$ cat config.mk
export PLATFORM = sky130hd
export DESIGN_NAME = mem_port_arbiter_flat
export DESIGN_NICKNAME = d
export VERILOG_FILES = /design/src/rtl/mem_port_arbiter_if.sv /design/src/rtl/mem_port_arbiter.sv /design/src/flat_wrapper.sv
export SDC_FILE = /design/constraint.sdc
export NUM_CORES = 1
export LEC_CHECK = 0
export ABC_CLOCK_PERIOD_IN_PS = 1760
export BUFFER_PORTS_ARGS = -buffer_cell sky130_fd_sc_hd__buf_2
export CORE_MARGIN = 3
export CORE_UTILIZATION = 44
export CTS_BUF_LIST = sky130_fd_sc_hd__clkbuf_4 sky130_fd_sc_hd__clkbuf_8 sky130_fd_sc_hd__clkbuf_16
export DETAILED_ROUTE_END_ITERATION = 10
export GPL_TIMING_DRIVEN = 0
export PLACE_DENSITY = 0.79
export RECOVER_POWER = 25
export SYNTH_ARGS = -nofsm -noshare
export SYNTH_HDL_FRONTEND = slang
export SYNTH_SLANG_ARGS = --single-unit
$ cat constraint.sdc
create_clock -name clk -period 1.76 [get_ports clk]
set_input_delay 0.088 -clock clk [delete_from_list [all_inputs] [get_ports clk]]
set_output_delay 0.088 -clock clk [all_outputs]
set_load 0.05 [all_outputs]
$ cat src/rtl/mem_port_arbiter_if.sv
// Requester and memory-side signals of the shared memory port.
// master: arbiter view; slave: caches plus memory view.
interface mem_port_arbiter_if;
    logic        i_req;
    logic        i_we;
    logic [31:0] i_addr;
    logic [31:0] i_wdata;
    logic [31:0] i_rdata;
    logic        i_done;

    logic        d_req;
    logic        d_we;
    logic [31:0] d_addr;
    logic [31:0] d_wdata;
    logic [31:0] d_rdata;
    logic        d_done;

    logic [31:0] mem_address;
    logic        mem_write_en;
    logic [7:0]  mem_data_in  [0:3];
    logic [7:0]  mem_data_out [0:3];

    modport master (
        input  i_req, i_we, i_addr, i_wdata,
        output i_rdata, i_done,
        input  d_req, d_we, d_addr, d_wdata,
        output d_rdata, d_done,
        output mem_address, mem_write_en, mem_data_in,
        input  mem_data_out
    );

    modport slave (
        output i_req, i_we, i_addr, i_wdata,
        input  i_rdata, i_done,
        output d_req, d_we, d_addr, d_wdata,
        input  d_rdata, d_done,
        input  mem_address, mem_write_en, mem_data_in,
        output mem_data_out
    );
endinterface

$ cat src/rtl/mem_port_arbiter.sv
// Two-requester arbiter for a single word-wide memory port with fixed
// read/write latencies and round-robin tie-breaking.
module mem_port_arbiter #(
    parameter int unsigned READ_LATENCY  = 4,
    parameter int unsigned WRITE_LATENCY = 5
) (
    input  logic                   clk,
    input  logic                   reset,
    mem_port_arbiter_if.master     bus,
    output logic                   busy
);

    localparam logic [3:0] RdCntInit = 4'(READ_LATENCY - 1);
    localparam logic [3:0] WrCntInit = 4'(WRITE_LATENCY - 1);

    typedef enum logic [1:0] {StIdle, StBusy, StDone} state_e;

    state_e      state_q, state_d;
    logic        owner_d_q;   // 1: D side owns the port
    logic        last_d_q;    // 1: last completed grant went to D
    logic        we_q;
    logic [31:0] addr_q;
    logic [31:0] wdata_q;
    logic [3:0]  cnt_q;
    logic [31:0] i_rdata_q;
    logic [31:0] d_rdata_q;

    logic        grant;
    logic        grant_d;
    logic        grant_we;
    logic [31:0] grant_addr;
    logic [31:0] grant_wdata;

    always_comb begin
        state_d = state_q;
        grant   = 1'b0;
        grant_d = 1'b0;
        case (state_q)
            StIdle: begin
                if (bus.i_req || bus.d_req) begin
                    grant   = 1'b1;
                    grant_d = bus.d_req && (!bus.i_req || !last_d_q);
                    state_d = StBusy;
                end
            end
            StBusy: begin
                if (cnt_q == 4'd0) begin
                    state_d = StDone;
                end
            end
            StDone:  state_d = StIdle;
            default: state_d = StIdle;
        endcase
    end

    assign grant_we    = grant_d ? bus.d_we    : bus.i_we;
    assign grant_addr  = grant_d ? bus.d_addr  : bus.i_addr;
    assign grant_wdata = grant_d ? bus.d_wdata : bus.i_wdata;

    always_ff @(posedge clk) begin
        if (!reset) begin
            state_q <= StIdle;
        end else begin
            state_q <= state_d;
        end
    end

    always_ff @(posedge clk) begin
        if (!reset) begin
            owner_d_q <= 1'b0;
            last_d_q  <= 1'b0;
            we_q      <= 1'b0;
            addr_q    <= 32'd0;
            wdata_q   <= 32'd0;
            cnt_q     <= 4'd0;
            i_rdata_q <= 32'd0;
            d_rdata_q <= 32'd0;
        end else begin
            if (grant) begin
                owner_d_q <= grant_d;
                we_q      <= grant_we;
                addr_q    <= grant_addr;
                wdata_q   <= grant_wdata;
                cnt_q     <= grant_we ? WrCntInit : RdCntInit;
            end else if (state_q == StBusy) begin
                if (cnt_q != 4'd0) begin
                    cnt_q <= cnt_q - 4'd1;
                end else if (!we_q) begin
                    if (owner_d_q) begin
                        d_rdata_q <= {bus.mem_data_out[0], bus.mem_data_out[1],
                                      bus.mem_data_out[2], bus.mem_data_out[3]};
                    end else begin
                        i_rdata_q <= {bus.mem_data_out[0], bus.mem_data_out[1],
                                      bus.mem_data_out[2], bus.mem_data_out[3]};
                    end
                end
            end
            if (state_q == StDone) begin
                last_d_q <= owner_d_q;
            end
        end
    end

    // Latched command registers double as the held memory-side outputs.
    assign bus.mem_address    = addr_q;
    assign bus.mem_write_en   = (state_q == StBusy) && we_q;
    assign bus.mem_data_in[0] = wdata_q[31:24];
    assign bus.mem_data_in[1] = wdata_q[23:16];
    assign bus.mem_data_in[2] = wdata_q[15:8];
    assign bus.mem_data_in[3] = wdata_q[7:0];

    assign bus.i_rdata = i_rdata_q;
    assign bus.d_rdata = d_rdata_q;
    assign bus.i_done  = (state_q == StDone) && !owner_d_q;
    assign bus.d_done  = (state_q == StDone) && owner_d_q;
    assign busy        = (state_q != StIdle);

endmodule

$ cat src/flat_wrapper.sv
// flat-port wrapper written by rule: the top's interface ports become plain ports
module mem_port_arbiter_flat 
#(
    parameter int unsigned READ_LATENCY  = 4,
    parameter int unsigned WRITE_LATENCY = 5
)
  (clk, reset, busy, bus_i_req, bus_i_we, bus_i_addr, bus_i_wdata, bus_i_rdata, bus_i_done, bus_d_req, bus_d_we, bus_d_addr, bus_d_wdata, bus_d_rdata, bus_d_done, bus_mem_address, bus_mem_write_en, bus_mem_data_in, bus_mem_data_out);
  mem_port_arbiter_if bus_i ();
  input  logic clk;
  input  logic reset;
  output logic busy;
  input wire logic [$bits(bus_i.i_req)-1:0] bus_i_req;
  input wire logic [$bits(bus_i.i_we)-1:0] bus_i_we;
  input wire logic [$bits(bus_i.i_addr)-1:0] bus_i_addr;
  input wire logic [$bits(bus_i.i_wdata)-1:0] bus_i_wdata;
  output wire logic [$bits(bus_i.i_rdata)-1:0] bus_i_rdata;
  output wire logic [$bits(bus_i.i_done)-1:0] bus_i_done;
  input wire logic [$bits(bus_i.d_req)-1:0] bus_d_req;
  input wire logic [$bits(bus_i.d_we)-1:0] bus_d_we;
  input wire logic [$bits(bus_i.d_addr)-1:0] bus_d_addr;
  input wire logic [$bits(bus_i.d_wdata)-1:0] bus_d_wdata;
  output wire logic [$bits(bus_i.d_rdata)-1:0] bus_d_rdata;
  output wire logic [$bits(bus_i.d_done)-1:0] bus_d_done;
  output wire logic [$bits(bus_i.mem_address)-1:0] bus_mem_address;
  output wire logic [$bits(bus_i.mem_write_en)-1:0] bus_mem_write_en;
  output wire logic [$bits(bus_i.mem_data_in)-1:0] bus_mem_data_in;
  input wire logic [$bits(bus_i.mem_data_out)-1:0] bus_mem_data_out;
  assign bus_i.i_req = bus_i_req;
  assign bus_i.i_we = bus_i_we;
  assign bus_i.i_addr = bus_i_addr;
  assign bus_i.i_wdata = bus_i_wdata;
  assign bus_i_rdata = bus_i.i_rdata;
  assign bus_i_done = bus_i.i_done;
  assign bus_i.d_req = bus_d_req;
  assign bus_i.d_we = bus_d_we;
  assign bus_i.d_addr = bus_d_addr;
  assign bus_i.d_wdata = bus_d_wdata;
  assign bus_d_rdata = bus_i.d_rdata;
  assign bus_d_done = bus_i.d_done;
  assign bus_mem_address = bus_i.mem_address;
  assign bus_mem_write_en = bus_i.mem_write_en;
  assign bus_mem_data_in = {>>{bus_i.mem_data_in}};
  assign bus_i.mem_data_out = {>>{bus_mem_data_out}};
  mem_port_arbiter #(.READ_LATENCY(READ_LATENCY), .WRITE_LATENCY(WRITE_LATENCY)) u_core (.clk(clk), .reset(reset), .bus(bus_i), .busy(busy));
endmodule
==> impl_results.md <==
* GP Congestion at 0.868
* Status: finished, final reports clean
* Switch Pwr at 0.00414 W
* Ys Warns at 0
* Seq cells post-synth at 137
* CP max FO at 10
* Initial antenna violation count at 0
* Total gr overflow at 0
* Vias at 7664
* Most common cell in the netlist: nand2_1
* Sequential share of power at 33.2%
* Worst IR drop on VDD at 0.637 mV
* Post-synth EDFFs at 0
* Clock network fraction of total power at 35.7%
* Core ar. at 11600 um^2
* Final period demand of the worst path at 1.68 ns
* Power density cells at 1210 nW/um^2
* Unique masters post-synth at 39
* CP endpoint kind: register
* Sequential element share of the synthesized area at 51.5%
* Register Area at 2740 um^2
* Hold Crit Class: input port to register
* Worst EP arrival at 2.00 ns
* Number of global-route vias before repair at 7685
* Slew @ Worst Pin at 0.666 ns
* Fin nets at 1305
* Syn nets at 828
* Final Cycle Share at 95.3%
* Fmax at 596 MHz
* WL final at 26100 um
* Sw Share at 37.1%
* WL/cell at 20.2 um
* Gate power share at 31.2%
* Drt pass-1 iters at 6
* I/O pin total at 298
* Post-synth ARST share at 0%
* Pleak at 4.13 nW
* Worst skew pair latency at 0.42 ns
* Top layer in use: met5
* DIE HEIGHT at 116 um
* CTS Buffer Depth at 2
* Port Buf Inserts at 296
* Share of layout cells above drive strength 1 at 27.4%
* Clock Sinks at 137
* Initial Utilization at 45.9%
* Non-filler cells, final at 1294
* RSZ-0062 raised after global routing: true
* Slew Limit Fails at 0
* WS Path Type: register to register
* Most frequent cells after synthesis: 163 x nand2_1, 137 x dfxtp_1, 99 x o21ai_0
* Worst setup SP type: register
* Largest net degree at the start of global routing at 17
* Die Wd at 116 um
* FP Rows at 39
* Syn Area/Cell at 8.06 um^2
* Multi-input logic area at 2310 um^2
* Clock root buffer: clkbuf_16
* P&R area growth vs syn at 73.0%
* H-tree depth at 4
* Vias/cell at 5.92
* Die ar. at 13500 um^2
* CTS tree: yes
* Setup-failing EPs final at 0
* Syn Std Cell Area at 5330 um^2
* Remaining DRCs at 0
* Diode count at 0
* WP data required at 2.08 ns
* DRT antenna net count at 0
* Placed Cells at 1100
* Final HPWL DP at 13700 um
* CTS buffer count at 17
* All-Layer GR Usage at 37.7%
* Mapped Cells at 661
* Fillers at 699
* Met2 wire length at 12300 um
* Top cell type's share of synthesized area at 51.5%
* Initial DRC Count at 793
* Top FF cell, synth: dfxtp_1
* Pwr Total at 0.0112 W
* M1 WL at 8980 um
* Area leader, netlist: dfxtp_1
* Top cells by area, synth: dfxtp_1 51%, nand2_1 11%, o21ai_0 9.3%
* First-pass GRT wire length at 39400 um
* WL met3 at 2850 um
* Clock skew at 0.0105 ns
* Cell Int Power at 0.00702 W
* Max-cap viol count at 0
* Slew HR at 55.8%
* Hold Vio Cnt, Final at 0
* Worst-path clk slew at 0.06 ns
critical path, stage by stage (launching register included):
cell and delay, ns:
dfxtp_1 0.35, nor2_4 0.18, inv_2 0.09, nor2_4 0.22, clkbuf_2 0.28, o21ai_0 0.18
a31oi_1 0.28
cells in the final DEF (no fill, tap or decap), types with 2 or more instances in the layout:
master / instances
nor2b_1: 4
clkinv_2: 3
buf_1: 5
clkinv_4: 3
clkbuf_2: 13
dlygate4sd3_1: 161
o21ai_1: 32
a21oi_1: 3
nor2_4: 2
clkbuf_4: 4
bufinv_16: 5
inv_1: 3
a31oi_1: 64
clkbuf_16: 17
dfxtp_1: 137
nor2_1: 6
and2_1: 2
o21ai_0: 99
buf_2: 246
buf_4: 10
nand2_1: 163
clkbuf_1: 80
nand3_1: 65
what timing repair did:
item,4_1_cts,5_1_grt
pin swaps,0,1
hold buffers,161,0
setup endpoints to repair,26,115
gates cloned,0,0
gates resized for setup,5,27
endpoints found under the hold margin,127,0
buffers inserted,0,1
path summary, 6_finish.rpt:
path              depth (start not counted)                   start                         to  slack [ns]
setup reg to reg                          6       u_core.state_q[1]  u_core.bus.mem_data_in[0]        0.08
setup / recovery                          6       u_core.state_q[1]  u_core.bus.mem_data_in[0]        0.08
hold reg to reg                           2  u_core.bus.d_rdata[22]     u_core.bus.d_rdata[22]        0.45
hold / removal                            4                bus_d_we            u_core.cnt_q[0]        0.15
power by group through the flow:
stage / logic, W / registers (W) / clock network, W
after detailed placement: 0.00299 / 0.00370 / 0
after global placement: 0.00297 / 0.00369 / 0
final: 0.00348 / 0.00370 / 0.00398
after global routing: 0.00364 / 0.00372 / 0.00409
after CTS: 0.00328 / 0.00364 / 0.00394
after floorplan: 0.000977 / 0.00484 / 0
area by class of cell:
class                      instances  share of cell area [%]
buffer                            59                    3.26
clock buffer                      20                    4.86
clock inverter                    12                    2.16
inverter                           4                   0.163
multi-input combinational        461                    25.1
sequential                       137                    29.8
tap                              143                    1.94
timing repair buffer             458                    32.8
logic make-up (layout without fill, tap and decap cells):
| kind of cell | Yosys count | in the layout | share of synthesized area, % |
|---|---|---|---|
| multiplexers | 1 | 1 | 0.282 |
| flip-flops | 137 | 137 | 51.5 |
| XOR/XNOR | 1 | 1 | 0.164 |
| buffers and inverters | 63 | 553 | 5.45 |
| AND/OR/NAND/NOR | 250 | 250 | 20.3 |
| adder cells (fa/ha/maj) | 1 | 1 | 0.235 |
| AO/OA/AOI/OAI | 208 | 208 | 22.1 |
per-layer routing:
metal | vias to the layer above | track usage, %
met5 | - | 0
met4 | 2 | 26.5
li1 | 3276 | -
met3 | 195 | 8.98
met2 | 745 | 63.3
met1 | 3446 | 42.0
through the flow:
step / hold WS (ns) / setup TNS, ns / area, um^2 / utilization [%] / worst slack (ns)
6_report: 0.150 / 0 / 9220 / 79.4 / 0.0820
5_1_grt: 0.182 / -0.0663 / 9220 / 79.4 / -0.0172
2_1_floorplan: 0.237 / 0 / 5330 / - / 0.238
3_3_place_gp: 0.347 / -0.724 / 6990 / 60.2 / -0.0550
4_1_cts: 0.138 / 0 / 9250 / 79.7 / 0.00989
3_5_place_dp: 0.352 / -1.19 / 6990 / 60.2 / -0.0867
sequential cells by signal, indices dropped and copies added (netlist names):
name and cells:
u_core.bus.d_rdata 32, u_core.bus.i_rdata 32, u_core.bus.mem_address 32, u_core.bus.mem_data_in 32, u_core.cnt_q 4, u_core.state_q 2, u_core.last_d_q 1, u_core.owner_d_q 1
u_core.we_q 1
No activity file was read; power rests on OpenSTA's default activity.
